## src/rtl/fifo_ser_pkg.sv

```systemverilog
// Shared types and constants for the FIFO-fed serial transmitter.
// FIFO_SER_PARITY_EN adds the even-parity state to the FSM encoding.
package fifo_ser_pkg;

  localparam int DATA_W           = 8;
  localparam int CLKS_PER_BIT_DEF = 4;

  typedef enum logic [2:0] {
    S_IDLE,
    S_POP,
    S_LOAD,
    S_START,
    S_DATA,
`ifdef FIFO_SER_PARITY_EN
    S_PARITY,
`endif
    S_STOP
  } ser_state_t;

  function automatic logic even_par(input logic [DATA_W-1:0] d);
    return ^d;
  endfunction

endpackage

```

## src/rtl/fifo_ser_tx_timer.sv

```systemverilog
// Bit-period timer: bit_end is a registered tick in the last cycle of each
// CLKS_PER_BIT-long period; restart holds the count at the period start.
module ser_bit_timer #(
  parameter int CLKS_PER_BIT = 4
) (
  input  logic clk,
  input  logic rst_n,
  input  logic restart,
  output logic bit_end
);

  localparam int CNT_W = (CLKS_PER_BIT > 2) ? $clog2(CLKS_PER_BIT) : 1;
  localparam logic [CNT_W-1:0] TERM = CNT_W'(CLKS_PER_BIT - 1);

  logic [CNT_W-1:0] cnt;
  logic [CNT_W-1:0] cnt_nxt;

  assign cnt_nxt = cnt + CNT_W'(1);

  // bit_end mirrors (cnt == TERM) as a flop, so it never runs past terminal
  always_ff @(posedge clk) begin
    if (!rst_n || restart) begin
      cnt     <= '0;
      bit_end <= 1'b0;
    end else if (bit_end) begin
      cnt     <= '0;
      bit_end <= 1'b0;
    end else begin
      cnt     <= cnt_nxt;
      bit_end <= (cnt_nxt == TERM);
    end
  end

endmodule

```

## src/rtl/fifo_ser_tx.sv

```systemverilog
// Pops bytes from a FIFO and sends them as start/8 data LSB-first/stop frames.
// Define FIFO_SER_PARITY_EN to insert an even-parity bit before the stop bit.
module fifo_ser_tx
  import fifo_ser_pkg::*;
#(
  parameter int CLKS_PER_BIT = CLKS_PER_BIT_DEF
) (
  input  logic              CLK,
  input  logic              RESET_N,
  input  logic              CLEAR_N,
  input  logic              ENABLE,
  input  logic              F_EMPTY_N,
  input  logic [DATA_W-1:0] FIFO_DATA,
  output logic              FIFO_READ,
  output logic              TX,
  output logic              BUSY,
  output logic              BYTE_DONE
);

  ser_state_t        state;
  logic [DATA_W-1:0] shreg;
  logic [2:0]        bit_idx;
  logic              bit_end;
  logic              restart;
  logic              go;
`ifdef FIFO_SER_PARITY_EN
  logic              par;
`endif

  assign go      = ENABLE & F_EMPTY_N;
  // Timer is held at zero until the start bit begins
  assign restart = (state == S_IDLE) || (state == S_POP) || (state == S_LOAD);
  assign BYTE_DONE = (state == S_STOP) && bit_end;

  ser_bit_timer #(.CLKS_PER_BIT(CLKS_PER_BIT)) u_timer (
    .clk     (CLK),
    .rst_n   (RESET_N & CLEAR_N),
    .restart (restart),
    .bit_end (bit_end)
  );

  always_ff @(posedge CLK) begin
    if (!RESET_N || !CLEAR_N) begin
      state     <= S_IDLE;
      TX        <= 1'b1;
      FIFO_READ <= 1'b0;
      BUSY      <= 1'b0;
      shreg     <= '0;
      bit_idx   <= '0;
`ifdef FIFO_SER_PARITY_EN
      par       <= 1'b0;
`endif
    end else begin
      FIFO_READ <= 1'b0;
      case (state)
        S_IDLE: begin
          if (go) begin
            state     <= S_POP;
            FIFO_READ <= 1'b1;
            BUSY      <= 1'b1;
          end
        end
        S_POP: state <= S_LOAD;
        S_LOAD: begin
          shreg   <= FIFO_DATA;
          bit_idx <= '0;
`ifdef FIFO_SER_PARITY_EN
          par     <= even_par(FIFO_DATA);
`endif
          TX      <= 1'b0;
          state   <= S_START;
        end
        S_START: begin
          if (bit_end) begin
            TX    <= shreg[0];
            shreg <= {1'b0, shreg[DATA_W-1:1]};
            state <= S_DATA;
          end
        end
        S_DATA: begin
          if (bit_end) begin
            if (bit_idx == 3'd7) begin
`ifdef FIFO_SER_PARITY_EN
              TX    <= par;
              state <= S_PARITY;
`else
              TX    <= 1'b1;
              state <= S_STOP;
`endif
            end else begin
              bit_idx <= bit_idx + 3'd1;
              TX      <= shreg[0];
              shreg   <= {1'b0, shreg[DATA_W-1:1]};
            end
          end
        end
`ifdef FIFO_SER_PARITY_EN
        S_PARITY: begin
          if (bit_end) begin
            TX    <= 1'b1;
            state <= S_STOP;
          end
        end
`endif
        S_STOP: begin
          // Chain straight into the next pop so the inter-frame gap is POP+LOAD
          if (bit_end) begin
            if (go) begin
              state     <= S_POP;
              FIFO_READ <= 1'b1;
            end else begin
              state <= S_IDLE;
              BUSY  <= 1'b0;
            end
          end
        end
        default: begin
          state <= S_IDLE;
          TX    <= 1'b1;
          BUSY  <= 1'b0;
        end
      endcase
    end
  end

endmodule

```

## config.mk

```make
export PLATFORM = sky130hd
export DESIGN_NAME = fifo_ser_tx
export DESIGN_NICKNAME = d
export VERILOG_FILES = /design/src/rtl/fifo_ser_pkg.sv /design/src/rtl/fifo_ser_tx_timer.sv /design/src/rtl/fifo_ser_tx.sv
export SDC_FILE = /design/constraint.sdc
export NUM_CORES = 1
export LEC_CHECK = 0
export ABC_AREA = 1
export CAP_MARGIN = 30
export CORE_MARGIN = 3
export CORE_UTILIZATION = 56
export DETAILED_ROUTE_END_ITERATION = 12
export GPL_TIMING_DRIVEN = 0
export PLACE_DENSITY_LB_ADDON = 0.3
export SETUP_SLACK_MARGIN = 0.5
export SYNTH_ARGS = -nofsm -noshare
export SYNTH_HDL_FRONTEND = slang
export SYNTH_HIERARCHICAL = 1
export SYNTH_SLANG_ARGS = --single-unit
```

## constraint.sdc

```tcl
create_clock -name CLK -period 3.74 [get_ports CLK]
set_clock_uncertainty 0.15 [all_clocks]
set_input_delay 1.122 -clock CLK [delete_from_list [all_inputs] [get_ports CLK]]
set_output_delay 1.122 -clock CLK [all_outputs]
set_load 0.01 [all_outputs]
```

### Yosys cells after proc, flatten, opt, wreduce, memory -nomap -nowiden

Index checks and enable logic that the tools add are counted.

| storage, ports and cells | value |
|---|---|
| bits of input ports | 13 |
| word-level logic and storage cells | 72 |
| output and inout bits | 4 |
| register bits | 20 |

| cells by class | value |
|---|---|
| bitwise logic cells | 4 |
| muxes and demuxes | 25 |
| reductions and logical operators | 19 |
| eq/ne operators | 14 |
| add/subtract/negate cells | 2 |

Operators by type and width:

| cell | count |
|---|---|
| $mux W8 | 3 |
| $pmux W8 S3 | 1 |
| $mux W3 | 7 |
| $pmux W3 S6 | 1 |
| $eq A3 B3 Y1 const B | 3 |
| $mux W1 | 9 |
| $ne A2 B2 Y1 const B | 4 |
| $reduce_and A4 Y1 | 2 |
| $eq A3 B2 Y1 const B | 2 |
| $ne A2 B1 Y1 const B | 3 |
| $pmux W3 S2 | 1 |
| $reduce_and A3 Y1 | 2 |
| $reduce_and A5 Y1 | 1 |
| $logic_or A1 B1 Y1 | 4 |
| $pmux W1 S4 | 1 |
| $reduce_or A4 Y1 | 1 |
| $add A3 B1 Y3 const B | 1 |
| $eq A3 B1 Y1 const B | 1 |
| $logic_not A1 Y1 | 3 |
| $logic_not A3 Y1 | 1 |
| $pmux W1 S3 | 1 |
| $reduce_bool A3 Y1 | 1 |
| $reduce_or A3 Y1 | 1 |
| $add A2 B1 Y2 const B | 1 |
| 7 further kinds | 9 |

### Longest topological paths before layout

Gate-level depths: netlist of run 1.

| logic depth | value |
|---|---|
| word-level depth | 5 |
| depth in mapped cells | 10 |
| gate-level depth less buffers | 9 |

### By module

Netlist of run 1, hierarchy kept.

By module, submodules not included:

| module | seq. area each (um^2) | area each (um^2) | cells an instance | instances |
|---|---|---|---|---|
| fifo_ser_tx | 340.3 | 1009.7 | 157 | 1 |
| ser_bit_timer | 60.1 | 108.9 | 12 | 1 |

### Worst setup path before layout of run 1

No wires, ideal clock.

| timing path | value |
|---|---|
| path kind | reg2out |
| start | register state[2] |
| end | output port BYTE_DONE |
| required time | 2.468 ns |
| data arrival time | 0.788 ns |
| slack | 1.680 ns |
| path buffers | 1 |
| stages on the path, launching flop included | 6 |
| path through | dfxtp_1 -> clkbuf_8 -> nand3_1 -> inv_1 -> nand2_1 -> inv_1 |

| between the ends | value |
|---|---|
| word-level cells in the longest chain between the ends | 2 |

RTL lines:

| element | line | RTL |
|---|---|---|
| from (decl) | fifo_ser_tx.sv:20 | `ser_state_t state;` |
| from (signal assigned) | fifo_ser_tx.sv:44 | `state <= S_IDLE;` |
| from (signal assigned) | fifo_ser_tx.sv:58 | `state <= S_POP;` |
| from (signal assigned) | fifo_ser_tx.sv:63 | `S_POP: state <= S_LOAD;` |
| $eq A3 B3 Y1 | fifo_ser_tx.sv:33 | `assign BYTE_DONE = (state == S_STOP) && bit_end;` |
| $logic_and A1 B1 Y1 | fifo_ser_tx.sv:33 |  |
| to (decl) | fifo_ser_tx.sv:17 | `output logic BYTE_DONE` |

No other way between the ends.

### Worst setup path in the final report of run 1

| timing path | value |
|---|---|
| start | register state[0] |
| end | output port BYTE_DONE |

Same word-level chain as after synthesis.

==> impl_metrics.csv, run 1 <==
group,metric,value,unit
synth,synth_mux_area_share,0,%
finish,diodes,0,
power,ir_drop,0.282,mV
drt,drt-pass1-iter-count,4,
placement,place_area,0.00131,mm²
finish,drive_gt1_share,12.7,%
drt,routed.top_layer,"met4",
critical_path,endpoint_kind,"output port",
clock_network,root_buffer,"clkbuf_4",
drt,ant_nets,0,
synth,synth-xor-area-share,0,%
synth,yosys.area.top_type,"dfxtp_1",
finish,fin_area,0.00135,mm²
global_routing,antenna_found_initial,0,
synth,ys_warn_count,6,
drt,wl_met2,1.22,mm
drt,route.met3.wl,131,µm
critical_path,arrival,1.78,ns
worst_hold_path,hp-class,"register to register",
placement,dp_cells,210,
placement,dp.final_hpwl,1.83,mm
timing,rsz0062_at_grt,"false",
floorplanning,start_util,62.1,%
synth,syn-cell-area,0.00112,mm²
finish,nets,206,
finish,syn_to_final_growth,20.4,%
synth,synth_top_family_by_area,"simple AND/OR/NAND/NOR gates",
clock_network,cts_buffers,3,
timing,period_needed,3.06,ns
placement,io_buffers,16,
drt,num_vias,1083,
run,maxCapViolations,0,
timing,setup-tns-final,0,ns
clock_network,htreeDepth,1,
synth,synth-simple-area-share,40.0,%
global_routing,grt_pass1_wl,4.19,mm
timing,worst_slew_pin_slew,0.322,ns
drt,drt-vias-per-instance,5.06,
synth,synth_top_cells_by_area,"dfxtp_1, nand2_1, nor2_1",
synth,synth-edff-count,0,
synth,async_reset_ff_share,0,%
power,p_leak,0.654,nW
drt,wl_per_cell,11.2,µm
critical_path,crit_type,"register to output port",
synth,yosys.area.top_type_share,35.8,%
timing,finalSetupViolCount,0,
synth,synthAdderAreaFrac,3.36,%
floorplanning,die_h,50.7,µm
clock_network,cts_resized,0,
clock_network,clk_latency,0.30,ns
critical_path,worstPathMaxFanout,7,
synth,synth_ff_type,"dfxtp_1",
drt,routedLengthMet1,1.03,mm
timing,holdWs,0.322,ns
finish,finalNonFillerCells,214,
synth,yosys-top-cells-count,"nand2_1, nor2_1, dfxtp_1, inv_1, o21ai_0",
timing,slew_headroom,78.5,%
floorplanning,die_area,0.00257,mm²
critical_path,start_kind,"register",
global_routing,grt_max_degree,12,
drt,drt-initial-drc-count,40,
placement,place_congestion,0.875,
drt,drc_errors,0,
drt,wl,2.40,mm
floorplanning,rows,15,
clock_network,post-cts-setup-buffer-count,0,
status,status,"completed",
clock_network,clk_pin_slew,0.11,ns
synth,ys_seq_area_share,35.8,%
clock_network,clkSinkCount,20,
synth,yosysMostFrequentCell,"nand2_1",
critical_path,cp.required,2.47,ns
floorplanning,die_w,50.7,µm
timing,hold_viol,0,
floorplanning,ios,17,
synth,synth_compound_area_share,9.73,%
synth,syn_nets,185,
global_routing,grt_overflow,0,
clock_network,clock_path_buffers,2,
timing,fmax,0.327,GHz
synth,netlist_instances,169,
floorplanning,core,0.00180,mm²
synth,synth-seq-cells,20,
timing,final_max_slew_viol_count,0,
timing,fin_crit_sh,81.7,%
clock_network,tritoncts,"done",
global_routing,grt_pass1_vias,984,
synth,avgSynthCellArea,6.62,µm²
global_routing,grt_usage,20.9,%
clock_network,cts_hold_repair.buffers,0,
synth,ys_types,22,
finish,utilization,74.7,%
power,power.density,342,mW/mm²
[layer usage]
layer	GRT usage (%)	up-vias
li1	-	564
met4	4.04	0
met2	37.8	34
met3	2.97	2
met1	26.3	483
met5	0	-
[final timing paths]
check | endpoint | slack, ns | cells after the start | start
worst max-delay path | BYTE_DONE | 0.68 | 5 | state[0]$_SDFFE_PN0P_
worst min-delay path | shreg[7]$_SDFFE_PN0P_ | 0.32 | 2 | shreg[7]$_SDFFE_PN0P_
worst min register to register | shreg[7]$_SDFFE_PN0P_ | 0.32 | 2 | shreg[7]$_SDFFE_PN0P_
worst max register to register | shreg[5]$_SDFFE_PN0P_ | 2.04 | 9 | bit_idx[0]$_SDFFE_PN0P_
[registers in the layout (all words and copies together) (netlist names)]
register	cells
u_timer/bit_end	1
u_timer/cnt	2
BUSY	1
bit_idx	3
FIFO_READ	1
TX	1
state	3
shreg	8
[cells in the final DEF, fill, tap and decap left out, types with 3 or more instances in the layout]
cell,synthesis,routed
nand2_1,45,45
inv_1,20,20
o21ai_1,3,3
a21oi_1,4,4
nand2_2,7,7
nor2_2,3,3
clkdlybuf4s50_1,0,16
o21ai_0,10,10
dfxtp_1,20,20
ha_1,3,3
clkbuf_4,0,3
nor2_1,34,34
nand3_1,8,8
[report_power, final]
| group | leakage [nW] | internal [mW] | switching, mW | total, mW |
|---|---|---|---|---|
| registers | 0.162 | 0.221 | 0.00635 | 0.227 |
| clock network | 0.0210 | 0.0594 | 0.0676 | 0.127 |
| logic | 0.471 | 0.0463 | 0.0598 | 0.106 |
| total | 0.654 | 0.327 | 0.134 | 0.460 |
[cell type report]
cell class                 count  area [µm²]
buffer                         4        45.0
multi-input combinational    124         594
inverter                      21        78.8
fill                         155         455
sequential                    20         400
tap                           25        31.3
timing repair buffer          16         160
clock buffer                   4        36.3
[cells by family after synthesis]
logic type	after synthesis
adder cells (fa/ha/maj)	3
buffers and inverters	25
AO/OA/AOI/OAI	20
AND/OR/NAND/NOR	101
flip-flops	20
[worst max-delay path, cell delays in order, from the launching register on]
cell             delay (ns)
dfxtp_1                0.53
nand3_1                0.17
inv_1                  0.11
nand2_1                0.09
inv_1                  0.07
clkdlybuf4s50_1        0.53
[through the flow]
| stage | setup slack [ns] | power (mW) |
|---|---|---|
| 6_report | 0.684 | 0.460 |
| 2_1_floorplan | 1.68 | 0.306 |
| 3_3_place_gp | 1.13 | 0.333 |
| 4_1_cts | 0.677 | 0.463 |
| 5_1_grt | 0.586 | 0.488 |
| 3_5_place_dp | 1.03 | 0.337 |
(Power assumes the default switching activity.)
==> run 2: changes to the inputs <==
Settings changed: CORE_UTILIZATION 56 to 52.
Clock period 3.74 ns to 3.1 ns, I/O delays scaled along.
==> run 2 against run 1 <==
Against the previous run:
- first-iteration DRC count is 5.0% lower
- clock-buffer cell count stayed put
- setup slack got worse by 0.056 ns
- sequential power rose by 21%
- cell count grew 0.93%
- sequential share of layout area is 0.17 points higher
- die area increased by 6.8%
- cell area rose by 0.37%
- power grew 21%
- critical path type unchanged
- critical endpoint unchanged
- largest power group unchanged
==> impl_metrics.csv, run 2 (synthesis results as in run 1) <==
group,metric,value,unit
run,maxCapViolations,0,
placement,place_congestion,0.897,
finish,reg_top3,"shreg (8), bit_idx (3), state (3)",
finish,multiInputGateArea,594,µm²
critical_path,cp.required,2.02,ns
global_routing,grt_pass1_vias,895,
critical_path,endpoint_kind,"output port",
drt,ant_nets,0,
critical_path,start_kind,"register",
timing,finalWorstSetupSlack,0.628,ns
power,p_leak,0.660,nW
finish,syn_to_final_growth,20.8,%
critical_path,arrival,1.39,ns
finish,layout_commonest_cell,"nand2_1",
placement,pre_cts_ws,0.654,ns
timing,setup-tns-final,0,ns
timing,hold_viol,0,
critical_path,worstPathMaxFanout,10,
timing,finalSetupViolCount,0,
global_routing,grt_overflow,0,
finish,diodes,0,
floorplanning,ios,17,
drt,wl_per_cell,10.3,µm
drt,drc_errors,0,
floorplanning,die_w,52.4,µm
timing,slew_headroom,85.8,%
clock_network,root_buffer,"clkbuf_4",
clock_network,cts_buffers,3,
finish,regMostFlops,"shreg",
finish,regArea,404,µm²
clock_network,clock_path_buffers,2,
critical_path,crit_type,"register to output port",
placement,io_buffers,16,
drt,num_vias,1060,
global_routing,grt_pass1_wl,3.75,mm
power,power.density,411,mW/mm²
global_routing,grt_max_degree,12,
clock_network,clk_latency,0.30,ns
finish,nets,206,
worst_hold_path,hp-class,"register to register",
clock_network,clk_pin_slew,0.11,ns
global_routing,grt_usage,18.5,%
drt,drt-initial-drc-count,38,
finish,num-fill-cells,171,
timing,fin_crit_sh,79.7,%
timing,final_max_slew_viol_count,0,
floorplanning,die_area,0.00274,mm²
floorplanning,core,0.00200,mm²
floorplanning,rows,16,
timing,rsz0062_at_grt,"false",
timing,worst_slew_pin_slew,0.212,ns
drt,drt-pass1-iter-count,4,
power,ir_drop,0.245,mV
timing,period_needed,2.47,ns
clock_network,htreeDepth,1,
clock_network,tritoncts,"done",
timing,fmax,0.405,GHz
clock_network,cts_resized,3,
global_routing,antenna_found_initial,0,
placement,dp.final_hpwl,1.69,mm
clock_network,clkSinkCount,20,
drt,wl,2.22,mm
clock_network,post-cts-setup-buffer-count,0,
status,status,"completed",
finish,largest_reg_flops,8,
floorplanning,start_util,55.9,%
clock_network,cts_hold_repair.buffers,0,
drt,drt-vias-per-instance,4.91,
floorplanning,die_h,52.4,µm
finish,drive_gt1_share,14.3,%
finish,most-common-layout-cells,"nand2_1, nor2_1, inv_1",
-- run 2: cell types whose count changed in the layout (fill, tap and decap cells not counted) --
cell	previous run	this run
dlygate4sd2_1	0	1
dfxtp_2	0	3
dfxtp_1	20	17
clkdlybuf4s50_1	16	15
-- run 2: layer usage --
layer / vias to the layer above / wire length [µm] / global-route usage [%] / part of all wire (%)
li1: 562 / - / - / -
met1: 476 / 1040 / 24.0 / 47
met2: 18 / 1050 / 29.1 / 47
met3: 4 / 86 / 2.56 / 3.9
met4: 0 / 45 / 10.2 / 2.0
met5: - / 0 / 0 / 0
-- run 2: area by class of cell --
| type | instances | share of cell area [%] |
|---|---|---|
| buffer | 4 | 3.33 |
| clock buffer | 4 | 2.69 |
| inverter | 21 | 5.83 |
| multi-input combinational | 124 | 44.0 |
| sequential | 20 | 29.9 |
| tap | 27 | 2.50 |
| timing repair buffer | 16 | 11.8 |
-- run 2: final timing paths --
check,slack (ns),from,cells past startpoint,to
setup reg to reg,1.40,bit_idx[0]$_SDFFE_PN0P_,9,shreg[4]$_SDFFE_PN0P_
hold reg to reg,0.28,u_timer/cnt[0]$_SDFF_PP0_,1,u_timer/cnt[0]$_SDFF_PP0_
setup / recovery,0.63,state[2]$_SDFFE_PN0P_,6,BYTE_DONE
hold / removal,0.28,u_timer/cnt[0]$_SDFF_PP0_,1,u_timer/cnt[0]$_SDFF_PP0_
-- run 2: critical path, cell delays in order (launching register included) --
cell	delay [ns]
dfxtp_2	0.35
clkbuf_8	0.16
nand3_1	0.12
inv_1	0.09
nand2_1	0.06
inv_1	0.05
dlygate4sd2_1	0.25
-- run 2: power by group --
group          switching (mW)  total [mW]  internal, mW
Sequential            0.00673       0.274         0.267
Combinational          0.0723       0.128        0.0560
Clock                  0.0822       0.154        0.0717
Total                   0.161       0.556         0.395
-- run 2: per-stage QoR --
stage               utilization, %  std cells  instance area [µm²]  total power [mW]  hold WS, ns
floorplan                        -        169                 1120             0.369        0.241
global placement              65.6        212                 1310             0.403        0.248
detailed placement            65.6        212                 1310             0.406        0.252
CTS                           67.4        216                 1350             0.560        0.269
global route                  67.5        216                 1350             0.587        0.279
finish                        67.5        216                 1350             0.556        0.276
==> run 3: changes to the inputs <==
Settings changed: CORE_UTILIZATION 52 to 47.
Clock period 3.1 ns to 2.27 ns, I/O delays scaled along.
==> run 3 against run 2 <==
Against the previous run:
- die area increased by 9.4%
- critical path depth unchanged
- sequential share of layout area is 3.0 points lower
- critical endpoint unchanged
- power up 59%
- via count rose by 4.0%
- highest routed layer unchanged
- wire length up 22%
- non-clock buffer count increased by 11
- register-to-register slack worse by 0.80 ns
- setup slack got worse by 0.32 ns
- cell area increased by 13%
- utilization grew 0.68 points
- sequential power grew 36%
==> impl_metrics.csv, run 3 (synthesis results as in run 1) <==
group,metric,value,unit
timing,slew_headroom,84.0,%
floorplanning,core,0.00223,mm²
critical_path,crit_chain,"buf_8 > nand3_4 > inv_2 > nand2_2 > inv_2 > buf_6",
finish,drive_gt1_share,26.0,%
clock_network,clk_latency,0.31,ns
floorplanning,rows,17,
timing,fmax,0.509,GHz
drt,drt-initial-drc-count,22,
power,p_total,883,µW
global_routing,grt_usage,17.8,%
floorplanning,start_util,50.1,%
floorplanning,die_h,54.8,µm
power,p_leak,0.731,nW
timing,holdWs,0.320,ns
placement,place_area,0.00131,mm²
timing,final_max_slew_viol_count,0,
critical_path,worstPathMaxFanout,3,
placement,place_congestion,0.812,
finish,fin_area,0.00152,mm²
drt,num_vias,1102,
drt,drc_errors,0,
clock_network,root_buffer,"clkbuf_4",
critical_path,start_kind,"register",
critical_path,arrival,1.13,ns
floorplanning,die_area,0.00300,mm²
global_routing,grt_max_degree,13,
placement,dp.final_hpwl,1.78,mm
clock_network,clkSinkCount,20,
drt,route.met3.wl,74,µm
timing,finalSetupViolCount,0,
power,ir_drop,0.573,mV
critical_path,endpoint_kind,"output port",
clock_network,cts_buffers,3,
finish,diodes,0,
timing,period_needed,1.96,ns
drt,routed.top_layer,"met4",
finish,reg_top3,"shreg (8), bit_idx (3), state (3)",
floorplanning,ios,17,
clock_network,clk_pin_slew,0.13,ns
drt,drt-vias-per-instance,4.83,
global_routing,grt_overflow,0,
floorplanning,die_w,54.8,µm
drt,ant_nets,0,
finish,nets,217,
global_routing,antenna_found_initial,0,
clock_network,clock_path_buffers,2,
timing,fin_crit_sh,86.6,%
global_routing,grt_pass1_wl,3.89,mm
finish,largest_reg_flops,8,
status,status,"completed",
finish,most-common-layout-cells,"nand2_1, nor2_1, dfxtp_1",
timing,setup-tns-final,0,ns
critical_path,crit_path_max_incr_delay,0.37,ns
drt,wl_per_cell,11.8,µm
clock_network,cts_hold_repair.buffers,0,
placement,io_buffers,16,
finish,regMostFlops,"shreg",
timing,hold_viol,0,
critical_path,cp.required,1.44,ns
clock_network,tritoncts,"done",
critical_path,crit_type,"register to output port",
timing,rsz0062_at_grt,"true",
drt,routedLengthMet1,1.18,mm
clock_network,htreeDepth,1,
run,maxCapViolations,0,
global_routing,grt_pass1_vias,969,
drt,wl_met2,1.37,mm
drt,drt-pass1-iter-count,4,
drt,wl,2.70,mm
finish,layout_commonest_cell,"nand2_1",
placement,pre_cts_ws,0.0400,ns
critical_path,cp_slowest_cell,"dfxtp_2",
critical_path,cp_common_cell,"inv_2",
finish,syn_to_final_growth,36.1,%
timing,worst_slew_pin_slew,0.239,ns
worst_hold_path,hp-class,"register to register",
power,power.density,580,mW/mm²
timing,finalWorstSetupSlack,0.305,ns
-- run 3: cell types whose count changed in the layout (fill, tap and decap cells not counted), moves of 3 or more --
cell	delta
inv_1	-5
buf_4	+11
inv_2	+5
nand2_1	-3
nand2_2	+3
clkdlybuf4s50_1	-3
-- run 3: layer usage --
metal	track usage, %	vias to the layer above
met5	0	-
met4	9.13	0
met3	2.45	9
met2	28.1	19
met1	23.2	489
li1	-	585
-- run 3: final cells by class --
class,instances,area [µm²]
Inverter,21,78.8
Multi-Input combinational cell,124,637
Buffer,4,48.8
Timing Repair Buffer,27,260
Tap cell,28,35.0
Clock buffer,3,22.5
Sequential cell,20,410
Clock inverter,1,30.0
Fill cell,176,711
-- run 3: final timing paths --
path	cells past startpoint	end	slack [ns]	from
worst max-delay path	6	BYTE_DONE	0.31	state[2]$_SDFFE_PN0P_
worst min-delay path	1	u_timer/cnt[0]$_SDFF_PP0_	0.32	u_timer/cnt[0]$_SDFF_PP0_
worst max register to register	9	shreg[6]$_SDFFE_PN0P_	0.60	bit_idx[1]$_SDFFE_PN0P_
worst min register to register	1	u_timer/cnt[0]$_SDFF_PP0_	0.32	u_timer/cnt[0]$_SDFF_PP0_
-- run 3: critical path, delay by kind of cell (launching register included) --
kind	cells	cell delay, ns
buffers and inverters	4	0.31
flip-flops	1	0.37
AND/OR/NAND/NOR	2	0.13
-- run 3: per-stage QoR --
| stage | utilization (%) | cells |
|---|---|---|
| 6_report | 68.2 | 228 |
| 5_1_grt | 68.2 | 228 |
| 4_1_cts | 62.0 | 219 |
| 3_5_place_dp | 58.8 | 213 |
| 3_3_place_gp | 58.8 | 213 |
| 2_1_floorplan | - | 169 |
-- run 3: what timing repair did --
item / 4_1_cts / 5_1_grt
pin swaps: 0 / 3
resized for setup: 14 / 19
gates cloned: 0 / 1
setup buffers: 2 / 8
setup endpoints to repair: 15 / 16
-- run 3: where the power goes --
group	switching [mW]	leakage, nW	total (mW)	internal (mW)
Clock	0.120	0.0279	0.298	0.179
Combinational	0.112	0.539	0.210	0.0983
Sequential	0.0106	0.164	0.374	0.364
Total	0.242	0.731	0.883	0.641
